File: src/rtl/decode_stage.sv
// Registered RV32I-subset decode stage: decodes fetched instructions on accept and
// presents them to execute through a two-entry skid buffer, with flush and illegal counting.
package riscv_defs;
    typedef enum logic [3:0] {
        ALU_PASS, ALU_ADD, ALU_SUB, ALU_AND, ALU_OR,
        ALU_XOR, ALU_SLT, ALU_SLL, ALU_SRL, ALU_SRA
    } alu_op_e;
    typedef enum logic [2:0] {WB_NONE, WB_ALU, WB_MEM, WB_PC4, WB_IMM} wb_sel_e;
    typedef enum logic [2:0] {PC_PLUS_4, PC_BRANCH, PC_JAL, PC_JALR, PC_BRANCH_NE} pc_sel_e;
    typedef enum logic [2:0] {INSTR_I, INSTR_R, INSTR_S, INSTR_B, INSTR_U, INSTR_J} instr_type_e;
endpackage

module decode_stage
    import riscv_defs::*;
#(
    parameter int REG_ADDRW = 3,
    parameter int EXT_OPS   = 1,
    parameter int ILL_CNTW  = 8
) (
    input  logic                 clk,
    input  logic                 rst_n,
    input  logic                 in_valid,
    output logic                 in_ready,
    input  logic [31:0]          in_instr,
    input  logic [31:0]          in_pc,
    input  logic                 flush,
    output logic                 out_valid,
    input  logic                 out_ready,
    output logic [31:0]          out_pc,
    output logic [REG_ADDRW-1:0] rs1_idx,
    output logic [REG_ADDRW-1:0] rs2_idx,
    output logic [REG_ADDRW-1:0] rd_idx,
    output logic [31:0]          imm,
    output logic                 uses_rs1,
    output logic                 uses_rs2,
    output logic                 writes_rd,
    output alu_op_e              alu_op,
    output wb_sel_e              wb_sel,
    output pc_sel_e              pc_sel,
    output instr_type_e          instr_type,
    output logic                 is_load,
    output logic                 is_store,
    output logic                 is_branch,
    output logic                 is_jump,
    output logic                 illegal,
    output logic [ILL_CNTW-1:0]  ill_count
);

    localparam logic [6:0] OPC_OP     = 7'b0110011;
    localparam logic [6:0] OPC_OP_IMM = 7'b0010011;
    localparam logic [6:0] OPC_LOAD   = 7'b0000011;
    localparam logic [6:0] OPC_STORE  = 7'b0100011;
    localparam logic [6:0] OPC_BRANCH = 7'b1100011;
    localparam logic [6:0] OPC_JAL    = 7'b1101111;
    localparam logic [6:0] OPC_JALR   = 7'b1100111;
    localparam logic [6:0] OPC_LUI    = 7'b0110111;
    localparam logic [6:0] OPC_AUIPC  = 7'b0010111;

    // All-zero encodes the NOP bundle: ALU_PASS, WB_NONE, PC_PLUS_4, INSTR_I.
    typedef struct packed {
        logic [31:0]          pc;
        logic [REG_ADDRW-1:0] rs1;
        logic [REG_ADDRW-1:0] rs2;
        logic [REG_ADDRW-1:0] rd;
        logic [31:0]          imm;
        logic                 uses_rs1;
        logic                 uses_rs2;
        logic                 writes_rd;
        alu_op_e              alu_op;
        wb_sel_e              wb_sel;
        pc_sel_e              pc_sel;
        instr_type_e          instr_type;
        logic                 is_load;
        logic                 is_store;
        logic                 is_branch;
        logic                 is_jump;
        logic                 illegal;
    } bundle_t;

    logic [6:0]  opcode;
    logic [2:0]  funct3;
    logic [6:0]  funct7;
    logic [31:0] imm_i;
    logic [31:0] imm_s;
    logic [31:0] imm_b;
    logic [31:0] imm_u;
    logic [31:0] imm_j;
    logic [31:0] imm_sh;

    assign opcode = in_instr[6:0];
    assign funct3 = in_instr[14:12];
    assign funct7 = in_instr[31:25];
    assign imm_i  = {{20{in_instr[31]}}, in_instr[31:20]};
    assign imm_s  = {{20{in_instr[31]}}, in_instr[31:25], in_instr[11:7]};
    assign imm_b  = {{19{in_instr[31]}}, in_instr[31], in_instr[7], in_instr[30:25], in_instr[11:8], 1'b0};
    assign imm_u  = {in_instr[31:12], 12'b0};
    assign imm_j  = {{11{in_instr[31]}}, in_instr[31], in_instr[19:12], in_instr[20], in_instr[30:21], 1'b0};
    assign imm_sh = {27'b0, in_instr[24:20]};

    bundle_t dec;
    logic    legal;
    logic    ext_op;

    // Shift-immediate forms carry only the shamt as their immediate.
    always_comb begin
        dec    = '0;
        legal  = 1'b1;
        ext_op = 1'b0;
        dec.rs1 = in_instr[15 +: REG_ADDRW];
        dec.rs2 = in_instr[20 +: REG_ADDRW];
        dec.rd  = in_instr[7 +: REG_ADDRW];
        case (opcode)
            OPC_OP: begin
                dec.instr_type = INSTR_R;
                dec.uses_rs1   = 1'b1;
                dec.uses_rs2   = 1'b1;
                dec.writes_rd  = 1'b1;
                dec.wb_sel     = WB_ALU;
                ext_op         = 1'b1;
                case ({funct7, funct3})
                    {7'h00, 3'b000}: begin dec.alu_op = ALU_ADD; ext_op = 1'b0; end
                    {7'h20, 3'b000}: begin dec.alu_op = ALU_SUB; ext_op = 1'b0; end
                    {7'h00, 3'b001}: dec.alu_op = ALU_SLL;
                    {7'h00, 3'b010}: dec.alu_op = ALU_SLT;
                    {7'h00, 3'b100}: dec.alu_op = ALU_XOR;
                    {7'h00, 3'b101}: dec.alu_op = ALU_SRL;
                    {7'h20, 3'b101}: dec.alu_op = ALU_SRA;
                    {7'h00, 3'b110}: dec.alu_op = ALU_OR;
                    {7'h00, 3'b111}: dec.alu_op = ALU_AND;
                    default:         legal = 1'b0;
                endcase
            end
            OPC_OP_IMM: begin
                dec.instr_type = INSTR_I;
                dec.uses_rs1   = 1'b1;
                dec.writes_rd  = 1'b1;
                dec.wb_sel     = WB_ALU;
                dec.imm        = imm_i;
                ext_op         = (funct3 != 3'b000);
                case (funct3)
                    3'b000: dec.alu_op = ALU_ADD;
                    3'b010: dec.alu_op = ALU_SLT;
                    3'b100: dec.alu_op = ALU_XOR;
                    3'b110: dec.alu_op = ALU_OR;
                    3'b111: dec.alu_op = ALU_AND;
                    3'b001: begin
                        dec.alu_op = ALU_SLL;
                        dec.imm    = imm_sh;
                        legal      = (funct7 == 7'h00);
                    end
                    3'b101: begin
                        dec.imm = imm_sh;
                        if (funct7 == 7'h00) begin
                            dec.alu_op = ALU_SRL;
                        end else if (funct7 == 7'h20) begin
                            dec.alu_op = ALU_SRA;
                        end else begin
                            legal = 1'b0;
                        end
                    end
                    default: legal = 1'b0;
                endcase
            end
            OPC_LOAD: begin
                dec.instr_type = INSTR_I;
                dec.uses_rs1   = 1'b1;
                dec.writes_rd  = 1'b1;
                dec.wb_sel     = WB_MEM;
                dec.alu_op     = ALU_ADD;
                dec.imm        = imm_i;
                dec.is_load    = 1'b1;
                legal          = (funct3 == 3'b010);
            end
            OPC_STORE: begin
                dec.instr_type = INSTR_S;
                dec.uses_rs1   = 1'b1;
                dec.uses_rs2   = 1'b1;
                dec.alu_op     = ALU_ADD;
                dec.imm        = imm_s;
                dec.is_store   = 1'b1;
                legal          = (funct3 == 3'b010);
            end
            OPC_BRANCH: begin
                dec.instr_type = INSTR_B;
                dec.uses_rs1   = 1'b1;
                dec.uses_rs2   = 1'b1;
                dec.alu_op     = ALU_SUB;
                dec.imm        = imm_b;
                dec.is_branch  = 1'b1;
                if (funct3 == 3'b000) begin
                    dec.pc_sel = PC_BRANCH;
                end else if (funct3 == 3'b001) begin
                    dec.pc_sel = PC_BRANCH_NE;
                    ext_op     = 1'b1;
                end else begin
                    legal = 1'b0;
                end
            end
            OPC_JAL: begin
                dec.instr_type = INSTR_J;
                dec.writes_rd  = 1'b1;
                dec.wb_sel     = WB_PC4;
                dec.pc_sel     = PC_JAL;
                dec.alu_op     = ALU_ADD;
                dec.imm        = imm_j;
                dec.is_jump    = 1'b1;
            end
            OPC_JALR: begin
                dec.instr_type = INSTR_I;
                dec.uses_rs1   = 1'b1;
                dec.writes_rd  = 1'b1;
                dec.wb_sel     = WB_PC4;
                dec.pc_sel     = PC_JALR;
                dec.alu_op     = ALU_ADD;
                dec.imm        = imm_i;
                dec.is_jump    = 1'b1;
                ext_op         = 1'b1;
                legal          = (funct3 == 3'b000);
            end
            OPC_LUI: begin
                dec.instr_type = INSTR_U;
                dec.writes_rd  = 1'b1;
                dec.wb_sel     = WB_IMM;
                dec.alu_op     = ALU_PASS;
                dec.imm        = imm_u;
                ext_op         = 1'b1;
            end
            OPC_AUIPC: begin
                dec.instr_type = INSTR_U;
                dec.writes_rd  = 1'b1;
                dec.wb_sel     = WB_ALU;
                dec.alu_op     = ALU_ADD;
                dec.imm        = imm_u;
                ext_op         = 1'b1;
            end
            default: legal = 1'b0;
        endcase
        if (ext_op && (EXT_OPS == 0)) begin
            legal = 1'b0;
        end
        if (!legal) begin
            dec         = '0;
            dec.illegal = 1'b1;
        end
        dec.pc = in_pc;
    end

    bundle_t main_q;
    bundle_t skid_q;
    logic    main_valid;
    logic    skid_valid;
    logic    accept;

    assign accept = in_valid && in_ready && !flush;

    // Main drives the outputs; skid only fills while main is stalled, so in_ready is one flop.
    always_ff @(posedge clk or negedge rst_n) begin
        if (!rst_n) begin
            main_q     <= '0;
            skid_q     <= '0;
            main_valid <= 1'b0;
            skid_valid <= 1'b0;
            ill_count  <= '0;
        end else begin
            if (flush) begin
                main_valid <= 1'b0;
                skid_valid <= 1'b0;
            end else if (main_valid && out_ready) begin
                if (skid_valid) begin
                    main_q     <= skid_q;
                    skid_valid <= 1'b0;
                end else if (accept) begin
                    main_q <= dec;
                end else begin
                    main_valid <= 1'b0;
                end
            end else if (accept) begin
                if (!main_valid) begin
                    main_q     <= dec;
                    main_valid <= 1'b1;
                end else begin
                    skid_q     <= dec;
                    skid_valid <= 1'b1;
                end
            end
            if (accept && dec.illegal && (ill_count != '1)) begin
                ill_count <= ill_count + 1'b1;
            end
        end
    end

    assign in_ready   = !skid_valid;
    assign out_valid  = main_valid;
    assign out_pc     = main_q.pc;
    assign rs1_idx    = main_q.rs1;
    assign rs2_idx    = main_q.rs2;
    assign rd_idx     = main_q.rd;
    assign imm        = main_q.imm;
    assign uses_rs1   = main_q.uses_rs1;
    assign uses_rs2   = main_q.uses_rs2;
    assign writes_rd  = main_q.writes_rd;
    assign alu_op     = main_q.alu_op;
    assign wb_sel     = main_q.wb_sel;
    assign pc_sel     = main_q.pc_sel;
    assign instr_type = main_q.instr_type;
    assign is_load    = main_q.is_load;
    assign is_store   = main_q.is_store;
    assign is_branch  = main_q.is_branch;
    assign is_jump    = main_q.is_jump;
    assign illegal    = main_q.illegal;

endmodule

File: config.mk
export PLATFORM = sky130hd
export DESIGN_NAME = decode_stage
export DESIGN_NICKNAME = d
export VERILOG_FILES = /design/src/rtl/decode_stage.sv
export SDC_FILE = /design/constraint.sdc
export NUM_CORES = 1
export LEC_CHECK = 0
export ABC_AREA = 1
export BUFFER_PORTS_ARGS = -buffer_cell sky130_fd_sc_hd__buf_4
export CAP_MARGIN = 10
export CELL_PAD_IN_SITES_DETAIL_PLACEMENT = 1
export CELL_PAD_IN_SITES_GLOBAL_PLACEMENT = 1
export CORE_ASPECT_RATIO = 1.4
export CORE_MARGIN = 4
export CORE_UTILIZATION = 41
export CTS_BUF_LIST = sky130_fd_sc_hd__clkbuf_16
export DETAILED_ROUTE_END_ITERATION = 8
export PLACE_DENSITY_LB_ADDON = 0.1
export SLEW_MARGIN = 20
export SYNTH_ARGS = -nofsm -noshare
export SYNTH_HDL_FRONTEND = slang
export SYNTH_SLANG_ARGS = --single-unit
File: constraint.sdc
create_clock -name clk -period 2.2 [get_ports clk]
set_clock_uncertainty 0.1 [all_clocks]
set_input_delay 0.55 -clock clk [delete_from_list [all_inputs] [get_ports clk]]
set_output_delay 0.55 -clock clk [all_outputs]
set_load 0.02 [all_outputs]
==> flow_summary.yaml, run 1 <==
synthesis:
  ys_seq_elements: 198
  synth_top_area_share_pct: 50.1
  yosys.area.top_type: "dfrtp_1"
  syn_inst: 1296
  yosysWarnings: 0
  netlist_area_mm2: 0.00989
  yosysSeqAreaShare_pct: 50.1
  netlist-cell-type-count: 38
  synth_area_leaders: "dfrtp_1, nand2_1, nor2_1"
  avgSynthCellArea_um2: 7.63
  syn_nets: 1366
final_layout:
  fillers: 3015
  diodes: 0
  fin_nets: 1574
  layout-drive-gt1-share_pct: 23.9
  final_cell_mix: "nand2_1, buf_4, dfrtp_1, nor2_1, nand3_1"
  area_growth_pct: 28.9
  stdcell_area_mm2: 0.0127
  final_common_cell: "nand2_1"
drt:
  route.vias.total: 9376
  drt_wl_total_um: 32000
  ant_nets: 0
  drc_errors: 0
  drt-initial-drc-count: 501
  dr.pass1.iters: 4
  wl_per_cell_um: 17.5
  via_per_inst: 5.13
clock_tree:
  h-tree-depth: 4
  numCtsBuffers: 17
  cts_buffer_depth: 2
  clock_latency_ns: 0.45
  cts_tree: "done"
  cts.clk_slew.worst_paths_ns: 0.07
  clock_sinks: 198
  cts-resized-gates: 0
  clockRootBuffer: "clkbuf_16"
  cts_setup_buffers: 0
critical_path:
  crit_family: "buffers and inverters"
  crit_path_end_kind: "flop"
  path_buf_inv: 4
  crit_type: "reg2reg"
  worstPathMaxFanout: 60
  cp_common_cell: "nand2_1"
  cp.required_ns: 2.48
  cp_slowest_cell: "dfrtp_1"
  arrival_ns: 2.25
  critical_path.cell_chain: "inv_2 -> nand2_1 -> nor2_1 -> inv_1 -> a21oi_4 -> clkinv_2 -> buf_12 -> a21oi_1 -> o21ai_0 -> nand2_1"
  cp-start-kind: "flop"
  cp_slowest_stage_delay_ns: 0.41
global_routing:
  antenna_found_initial: 0
  grt_max_degree: 62
  grt_pass1_vias: 10079
  gr-usage-all-layers_pct: 24.4
  grt_pass1_wl_um: 52500
  grt_overflow: 0
worst_hold_path:
  hold_path.class: "in2reg"
die:
  core_mm2: 0.0239
  fp-row-count: 67
  pin_count: 173
  initial_core_util_pct: 41.4
  die-area_mm2: 0.0267
  die_y_um: 192
  die_w_um: 139
pwr:
  p_leak_uw: 0.00696
  power_uw: 9790
  p_per_area_mw_per_mm2: 768
  vdd_drop_max_mv: 0.581
sta:
  fin_crit_ns: 1.97
  grt_setup_unrepaired: "false"
  setup_viol: 0
  max-slew-margin-rel_pct: 71.8
  max_freq_mhz: 508
  hold_viol_final: 0
  drv_slew: 0
  post-route-period-util_pct: 89.5
  tightest_slew_ns: 0.422
place:
  post_dp_cell_area_mm2: 0.0121
  gp_congestion: 0.907
  portBuffers: 172
  dp_hpwl_um: 22700
status:
  status: "finished, final reports clean"
job:
  drv_cap: 0
==> cell usage after synthesis <==
master / n
ha_1: 1
o22ai_1: 3
o211ai_1: 3
buf_6: 3
nand3b_1: 3
clkinv_1: 1
nand2_1: 535
xnor2_1: 3
inv_1: 33
nand3_1: 69
buf_4: 3
o21ai_2: 1
or2_2: 1
a21boi_0: 4
dfrtp_1: 198
nand2_2: 11
nor2_4: 1
buf_1: 5
o21ai_1: 6
o21bai_1: 1
nor2_8: 3
xor2_1: 3
nand2_4: 1
nor2_1: 160
buf_2: 17
buf_12: 3
nor3_1: 1
clkinv_2: 1
nor2_2: 9
nand3_2: 22
nand2_8: 2
clkbuf_1: 42
a31oi_1: 34
nand4_1: 4
inv_2: 11
a21oi_1: 47
a21oi_2: 4
o21ai_0: 47
==> worst reg2reg max path, cell delays in order (launching register included) <==
cell and delay (ns):
dfrtp_1 0.41, inv_2 0.11, nand2_1 0.08, nor2_1 0.10, inv_1 0.12, a21oi_4 0.25
clkinv_2 0.19, buf_12 0.23, a21oi_1 0.17, o21ai_0 0.09, nand2_1 0.06
==> repair_timing <==
item | CTS | global route
endpoints found under the setup margin | 0 | 0
endpoints found under the hold margin | 32 | 0
hold buffers | 1 | 0
==> power breakdown <==
part	internal [uW]	switching [uW]	total (uW)	leakage, uW
Sequential	4100	315	4420	0.00257
Combinational	795	1160	1950	0.00408
Clock	1910	1500	3420	0.000306
Total	6810	2980	9790	0.00696
==> flip-flops by register name, indices dropped and copies added, names as in the netlist, 3 cells and up <==
signal	cells
skid_q	94
imm	32
out_pc	32
rs1_idx	3
ill_count	8
alu_op	4
pc_sel	3
rd_idx	3
rs2_idx	3
instr_type	3
wb_sel	3
==> path summary, 6_finish.rpt <==
path                            startpoint            end  slack (ns)  cells after the start
worst max register to register  skid_valid      wb_sel[2]        0.23                     10
worst min-delay path             in_pc[22]     skid_q[84]        0.21                      3
worst min register to register  skid_q[88]     skid_q[88]        0.37                      2
max in group asynchronous            rst_n  instr_type[0]        0.87                      3
min in group asynchronous            rst_n      alu_op[2]        0.51                      2
worst max-delay path            skid_valid      wb_sel[2]        0.23                     10
==> area by class of cell <==
cell class,count,area [um^2],share of cell area (%)
inverters,46,180,1.41
well taps,310,388,3.04
clock buffers,17,425,3.34
flip-flops and latches,198,4950,38.9
multi-input cells,979,4400,34.6
clock inverters,15,201,1.58
repair buffers,262,2190,17.2
==> cell families (layout without fill, tap and decap cells) <==
logic type / Yosys count / count (layout) / synth area share (%)
DFF: 198 / 198 / 50.1
buffers and inverters: 119 / 340 / 5.58
xor gates and xnor gates: 6 / 6 / 0.532
adders and majority gates: 1 / 1 / 0.127
and+or+nand+nor: 822 / 822 / 35.2
AOI/OAI and AO/OA: 150 / 150 / 8.45
==> routing by layer <==
metal  GRT usage, %  share of wire, %  vias up
li1               -                 -     4528
met1           29.8                42     4633
met2           43.4                51      171
met3           4.73               4.1       44
met4           8.09               2.5        0
met5              0                 0        -
==> stage by stage <==
stage | std cells | utilization, % | setup WS [ns] | hold WS, ns | setup TNS (ns)
after detailed placement | 1794 | 50.7 | -0.163 | 0.359 | -4.93
after global routing | 1827 | 53.3 | 0.0292 | 0.211 | 0
final | 1827 | 53.3 | 0.230 | 0.212 | 0
after floorplan | 1296 | - | 0.234 | 0.154 | 0
after global placement | 1794 | 50.7 | -0.0940 | 0.353 | -1.58
after CTS | 1827 | 53.3 | 0.189 | 0.200 | 0
No activity file was read; power rests on OpenSTA's default activity.
==> run 2, diff against run 1 <==
--- a/config.mk
+++ b/config.mk
@@ -7,12 +7,11 @@
 export LEC_CHECK = 0
 export ABC_AREA = 1
 export BUFFER_PORTS_ARGS = -buffer_cell sky130_fd_sc_hd__buf_4
-export CAP_MARGIN = 10
 export CELL_PAD_IN_SITES_DETAIL_PLACEMENT = 1
 export CELL_PAD_IN_SITES_GLOBAL_PLACEMENT = 1
 export CORE_ASPECT_RATIO = 1.4
 export CORE_MARGIN = 4
-export CORE_UTILIZATION = 41
+export CORE_UTILIZATION = 44
 export CTS_BUF_LIST = sky130_fd_sc_hd__clkbuf_16
 export DETAILED_ROUTE_END_ITERATION = 8
 export PLACE_DENSITY_LB_ADDON = 0.1
==> constraint.sdc (replaced) <==
create_clock -name clk -period 2.3 [get_ports clk]
set_clock_uncertainty 0.1 [all_clocks]
set_input_delay 0.575 -clock clk [delete_from_list [all_inputs] [get_ports clk]]
set_output_delay 0.575 -clock clk [all_outputs]
set_load 0.02 [all_outputs]
==> run 2 against run 1 <==
Compared with the run above: final area shrank 2.6%; critical path type unchanged; sequential power fell by 4%; first-iteration DRC count shrank 5.6%; sequential share of layout area is 1.0 points higher; largest cell class unchanged; power fell by 6.5%; routed wire length down 1.8%; count of clock-buffer cells in the layout is the same; die area decreased by 6.5%; clock power decreased by 9.9%.
==> flow_summary.yaml, run 2 (synthesis gave the netlist of run 1 again) <==
sta:
  hold_viol_final: 0
  max-slew-margin-rel_pct: 70.4
  drv_slew: 0
  tightest_slew_ns: 0.444
  setup_ws_ns: 0.359
  grt_setup_unrepaired: "false"
  max_freq_mhz: 515
  fin_crit_ns: 1.94
  hold-worst-slack_ns: 0.229
  setup_viol: 0
  post-route-period-util_pct: 84.4
die:
  die_y_um: 185
  pin_count: 173
  initial_core_util_pct: 44.9
  die-area_mm2: 0.0250
  die_w_um: 135
  core_mm2: 0.0220
  fp-row-count: 64
place:
  gp_congestion: 0.929
  placed_cells: 1742
  dp_hpwl_um: 21700
  portBuffers: 172
  pre_cts_ws_ns: -0.0302
critical_path:
  startpoint: "skid_valid"
  cp_common_cell: "nand2_1"
  worstPathMaxFanout: 61
  crit_path_end_kind: "flop"
  arrival_ns: 2.23
  r2r-start: "skid_valid"
  cp_slowest_stage_delay_ns: 0.40
  cp-start-kind: "flop"
  crit_type: "reg2reg"
  cp_slowest_cell: "dfrtp_1"
  crit_family: "buffers and inverters"
  path_buf_inv: 4
  cp.required_ns: 2.59
  critical_path.cell_chain: "inv_2 -> nand2_1 -> nor2_1 -> inv_1 -> a21oi_4 -> clkinv_2 -> buf_12 -> nor2_1 -> nand2_1 -> nand2_1"
drt:
  drc_errors: 0
  ant_nets: 0
  drt-initial-drc-count: 473
  wl_per_cell_um: 17.7
  route.vias.total: 9313
  dr.pass1.iters: 4
  drt_wl_total_um: 31400
  via_per_inst: 5.25
final_layout:
  largest_register: "skid_q"
  fin_nets: 1535
  layout-drive-gt1-share_pct: 21.9
  instances_no_fill: 1775
  final_core_util_pct: 56.4
  area_growth_pct: 25.6
  diodes: 0
  largest_register_ffs: 94
  final_cell_mix: "nand2_1, buf_4, dfrtp_1, nor2_1, nand3_1"
  final_common_cell: "nand2_1"
job:
  drv_cap: 0
clock_tree:
  numCtsBuffers: 17
  clockRootBuffer: "clkbuf_16"
  cts-resized-gates: 0
  h-tree-depth: 4
  cts.clk_slew.worst_paths_ns: 0.08
  clock_sinks: 198
  cts_tree: "done"
  clock_latency_ns: 0.45
  cts_buffer_depth: 2
pwr:
  p_leak_uw: 0.00674
  p_per_area_mw_per_mm2: 737
  vdd_drop_max_mv: 0.586
global_routing:
  grt_pass1_vias: 9902
  gr-usage-all-layers_pct: 25.9
  grt_max_degree: 65
  grt_overflow: 0
  antenna_found_initial: 0
  grt_pass1_wl_um: 51300
worst_hold_path:
  hp-start: "in_pc[29]"
  hold_path.class: "in2reg"
status:
  status: "finished, final reports clean"
[run 2: what timing repair did]
item	in CTS	in global routing
buffers inserted	0	0
hold buffers	1	0
endpoints found under the hold margin	40	0
[run 2: metrics by stage]
step                      total power [uW]  area (um^2)  TNS (ns)
after floorplan                       5200         9890         0
after global placement                6080        11800         0
after detailed placement              6140        11800    -0.237
after CTS                             9260        12400         0
after global routing                  9620        12400         0
final                                 9150        12400         0
[run 2: tightest hold or removal path, cell delays in order]
cell and delay [ns]:
buf_4 0.08, nand2_1 0.04, nand2_1 0.05
[run 2: cell type report]
class / instances / area (um^2)
Fill cell: 2772 / 9600
Sequential cell: 198 / 4950
Multi-Input combinational cell: 979 / 4400
Timing Repair Buffer: 223 / 1910
Clock buffer: 17 / 425
Tap cell: 297 / 372
Inverter: 46 / 180
Clock inverter: 15 / 173
[run 2: layer usage]
layer,vias up,track usage (%),wire (um)
li1,4443,-,-
met5,-,0,0
met1,4635,30.1,12600
met4,0,7.25,593
met2,194,48.0,16800
met3,41,5.30,1380
[run 2: worst paths after layout]
path                               to  slack (ns)  depth (start not counted)
max in group asynchronous  rs2_idx[2]        0.90                          3
setup / recovery              imm[23]        0.36                         10
setup reg to reg              imm[23]        0.36                         10
hold / removal             skid_q[91]        0.23                          3
min in group asynchronous   alu_op[2]        0.53                          2
hold reg to reg            skid_q[82]        0.37                          2
[run 2: report_power, final]
group / switching, uW / total [uW] / internal (uW)
Combinational: 1090 / 1820 / 733
Clock: 1450 / 3080 / 1630
Sequential: 321 / 4250 / 3930
Total: 2860 / 9150 / 6290
==> run 3, diff against run 2 <==
--- a/config.mk
+++ b/config.mk
@@ -5,13 +5,13 @@
 export SDC_FILE = /design/constraint.sdc
 export NUM_CORES = 1
 export LEC_CHECK = 0
-export ABC_AREA = 1
+export ABC_AREA = 0
 export BUFFER_PORTS_ARGS = -buffer_cell sky130_fd_sc_hd__buf_4
 export CELL_PAD_IN_SITES_DETAIL_PLACEMENT = 1
 export CELL_PAD_IN_SITES_GLOBAL_PLACEMENT = 1
 export CORE_ASPECT_RATIO = 1.4
 export CORE_MARGIN = 4
-export CORE_UTILIZATION = 44
+export CORE_UTILIZATION = 42
 export CTS_BUF_LIST = sky130_fd_sc_hd__clkbuf_16
 export DETAILED_ROUTE_END_ITERATION = 8
 export PLACE_DENSITY_LB_ADDON = 0.1
==> constraint.sdc (replaced) <==
create_clock -name clk -period 1.81 [get_ports clk]
set_clock_uncertainty 0.1 [all_clocks]
set_input_delay 0.4525 -clock clk [delete_from_list [all_inputs] [get_ports clk]]
set_output_delay 0.4525 -clock clk [all_outputs]
set_load 0.02 [all_outputs]
==> run 3 against run 2 <==
Compared with the run above: the run now ends with setup timing left; power rose by 34%; setup slack got worse by 0.86 ns; routed wire length rose by 33%; clock power rose by 28%; combinational power rose by 65%; count of clock-buffer cells in the layout did not move; non-clock buffer count rose by 154; synthesized cell count fell by 20%; sequential share of layout area fell by 5.6 points; worst hold slack got worse by 0.13 ns; sequential cell count did not move; die area rose by 0.23%; highest routed layer unchanged.
==> flow_summary.yaml, run 3 <==
critical_path:
  worstPathMaxFanout: 6
  cp_common_cell: "buf_6"
  crit_family: "simple AND/OR/NAND/NOR gates"
  crit_path_end_kind: "flop"
  path_buf_inv: 3
  r2r_end: "ill_count[1]"
  endpoint: "skid_q[41]"
  arrival_ns: 2.54
  cp-start-kind: "input port"
  r2r-start: "ill_count[4]"
  crit_type: "in2reg"
  critical_path.cell_chain: "buf_6 -> or4_4 -> nor3_4 -> nor2b_1 -> o41a_4 -> buf_6 -> clkbuf_16 -> o31ai_2"
  reg2reg_setup_slack_ns: -0.24
  cp_slowest_cell: "or4_4"
  path_depth: 8
  startpoint: "in_instr[26]"
  cp_slowest_stage_delay_ns: 0.59
  ff2ff_path_depth: 6
  cp.required_ns: 2.04
synthesis:
  yosysSeqAreaShare_pct: 52.4
  synthFlopType: "dfrtp_1"
  avgSynthCellArea_um2: 9.07
  synth_top_area_share_pct: 52.4
  yosysWarnings: 0
  synthArstFlopShare_pct: 100
  syn_nets: 1113
  netlist_area_mm2: 0.00946
  ys_seq_elements: 198
  syn_inst: 1043
  ys_top_cells_by_count: "nand2_1, dfrtp_1, a21oi_1"
  synth_edf_count: 0
  synth_most_common_cell: "nand2_1"
  yosys.area.top_type: "dfrtp_1"
  netlist-cell-type-count: 61
  synth_area_leaders: "dfrtp_1, nand2_1, a21oi_1"
die:
  core_mm2: 0.0220
  initial_core_util_pct: 43.0
  die-area_mm2: 0.0250
  pin_count: 173
  fp-row-count: 64
  die_y_um: 186
  die_w_um: 135
global_routing:
  grt_pass1_wl_um: 54400
  grt_max_degree: 45
  grt_overflow: 0
  gr-usage-all-layers_pct: 27.9
  grt_pass1_vias: 9889
  antenna_found_initial: 0
drt:
  ant_nets: 0
  route.vias.total: 9869
  drt-initial-drc-count: 698
  drt_wl_total_um: 41700
  wl_per_cell_um: 25.1
  via_per_inst: 5.94
  drc_errors: 0
  dr.pass1.iters: 6
final_layout:
  final_cell_mix: "buf_4, nand2_1, dfrtp_1, nor2_1, a21oi_1"
  layout-drive-gt1-share_pct: 41.0
  diodes: 0
  largest_register: "skid_q"
  final_core_util_pct: 65.6
  largest_register_ffs: 94
  fillers: 2374
  final_common_cell: "buf_4"
  area_growth_pct: 52.8
  fin_nets: 1421
sta:
  drv_slew: 0
  setup_viol: 125
  hold_viol_final: 0
  grt_setup_unrepaired: "true"
  setup_ws_ns: -0.501
  tightest_slew_ns: 0.675
  max_freq_mhz: 433
  post-route-period-util_pct: 128
  fin_crit_ns: 2.31
  fin_tns_setup_ns: -36.85
  max-slew-margin-rel_pct: 55.0
clock_tree:
  cts_tree: "done"
  cts_buffer_depth: 2
  h-tree-depth: 4
  clock_sinks: 198
  cts.clk_slew.worst_paths_ns: 0.08
  clock_latency_ns: 0.46
  numCtsBuffers: 17
  clockRootBuffer: "clkbuf_16"
status:
  status: "complete, but fails checks"
  violations: "setup timing"
pwr:
  p_per_area_mw_per_mm2: 847
  vdd_drop_max_mv: 0.553
  power_uw: 12200
  p_leak_uw: 0.00667
job:
  drv_cap: 0
place:
  gp_congestion: 0.897
  dp_hpwl_um: 23000
  portBuffers: 172
worst_hold_path:
  hold_path.class: "in2reg"
  hp-start: "in_pc[22]"
[run 3: changes by cell type after synthesis, sizes merged, moves of 37 or more]
cell	before	now
nor2	173	83
nand3	91	54
nand2	549	271
a21oi	51	98
o31ai	0	51
inv	44	6
[run 3: routing by layer]
metal  up-vias  GRT usage, %  share of wire [%]
met5         -             0                  0
met4         0          13.0                6.0
met3       155          4.57                5.4
met2       441          50.0                 52
met1      5048          32.5                 37
li1       4225             -                  -
[run 3: how the worst min path moves through the flow]
stage	slack (ns)	depth (start not counted)	to
finish	0.1	3	skid_q[84]
global route	0.1	3	skid_q[91]
CTS	0.09	3	skid_q[84]
detailed placement	0.32	1	out_pc[6]
global placement	0.32	1	out_pc[10]
floorplan	0.06	0	alu_op[0]
[run 3: per-stage QoR]
step                setup slack [ns]  area [um^2]  cells  hold WS (ns)
floorplan                     -0.636         9530   1043        0.0569
global placement              -0.761        12500   1591         0.316
detailed placement            -0.852        12500   1591         0.315
CTS                           -0.306        13600   1636        0.0865
global route                  -0.488        14500   1661        0.0953
finish                        -0.501        14500   1661        0.0985
[run 3: where the power goes]
| group | internal (uW) | switching (uW) | total, uW |
|---|---|---|---|
| clock | 2050 | 1900 | 3940 |
| sequential | 4950 | 346 | 5300 |
| combinational | 1280 | 1720 | 3000 |
| total | 8280 | 3960 | 12200 |
[run 3: area by class of cell]
cell class / instances / area [um^2] / share of cell area (%)
clock buffers: 17 / 425 / 2.94
flip-flops and latches: 198 / 4950 / 34.3
inverters: 6 / 22.5 / 0.156
clock inverters: 15 / 150 / 1.04
repair buffers: 377 / 3550 / 24.6
well taps: 297 / 372 / 2.57
multi-input cells: 751 / 4980 / 34.4
[run 3: tightest hold or removal path: cells and delay by family]
kind / cells / cell delay, ns
simple gates: 2 / 0.08
buf+inv: 1 / 0.08
[run 3: what timing repair did]
| item | CTS | global route |
|---|---|---|
| pin swaps | 55 | 44 |
| resized for setup | 92 | 109 |
| cloned | 3 | 8 |
| hold buffers | 1 | 0 |
| buffers inserted | 9 | 20 |
| endpoints found under the setup margin | 143 | 180 |
| hold endpoints to repair | 30 | 0 |
[run 3: cells by family after synthesis]
family | count (synthesis) | synth area share (%)
compound gates | 254 | 19.7
buf+inv | 95 | 4.17
flops | 198 | 52.4
simple gates | 484 | 22.5
xor+xnor | 9 | 0.833
fa+ha+maj | 1 | 0.132
mux | 2 | 0.225
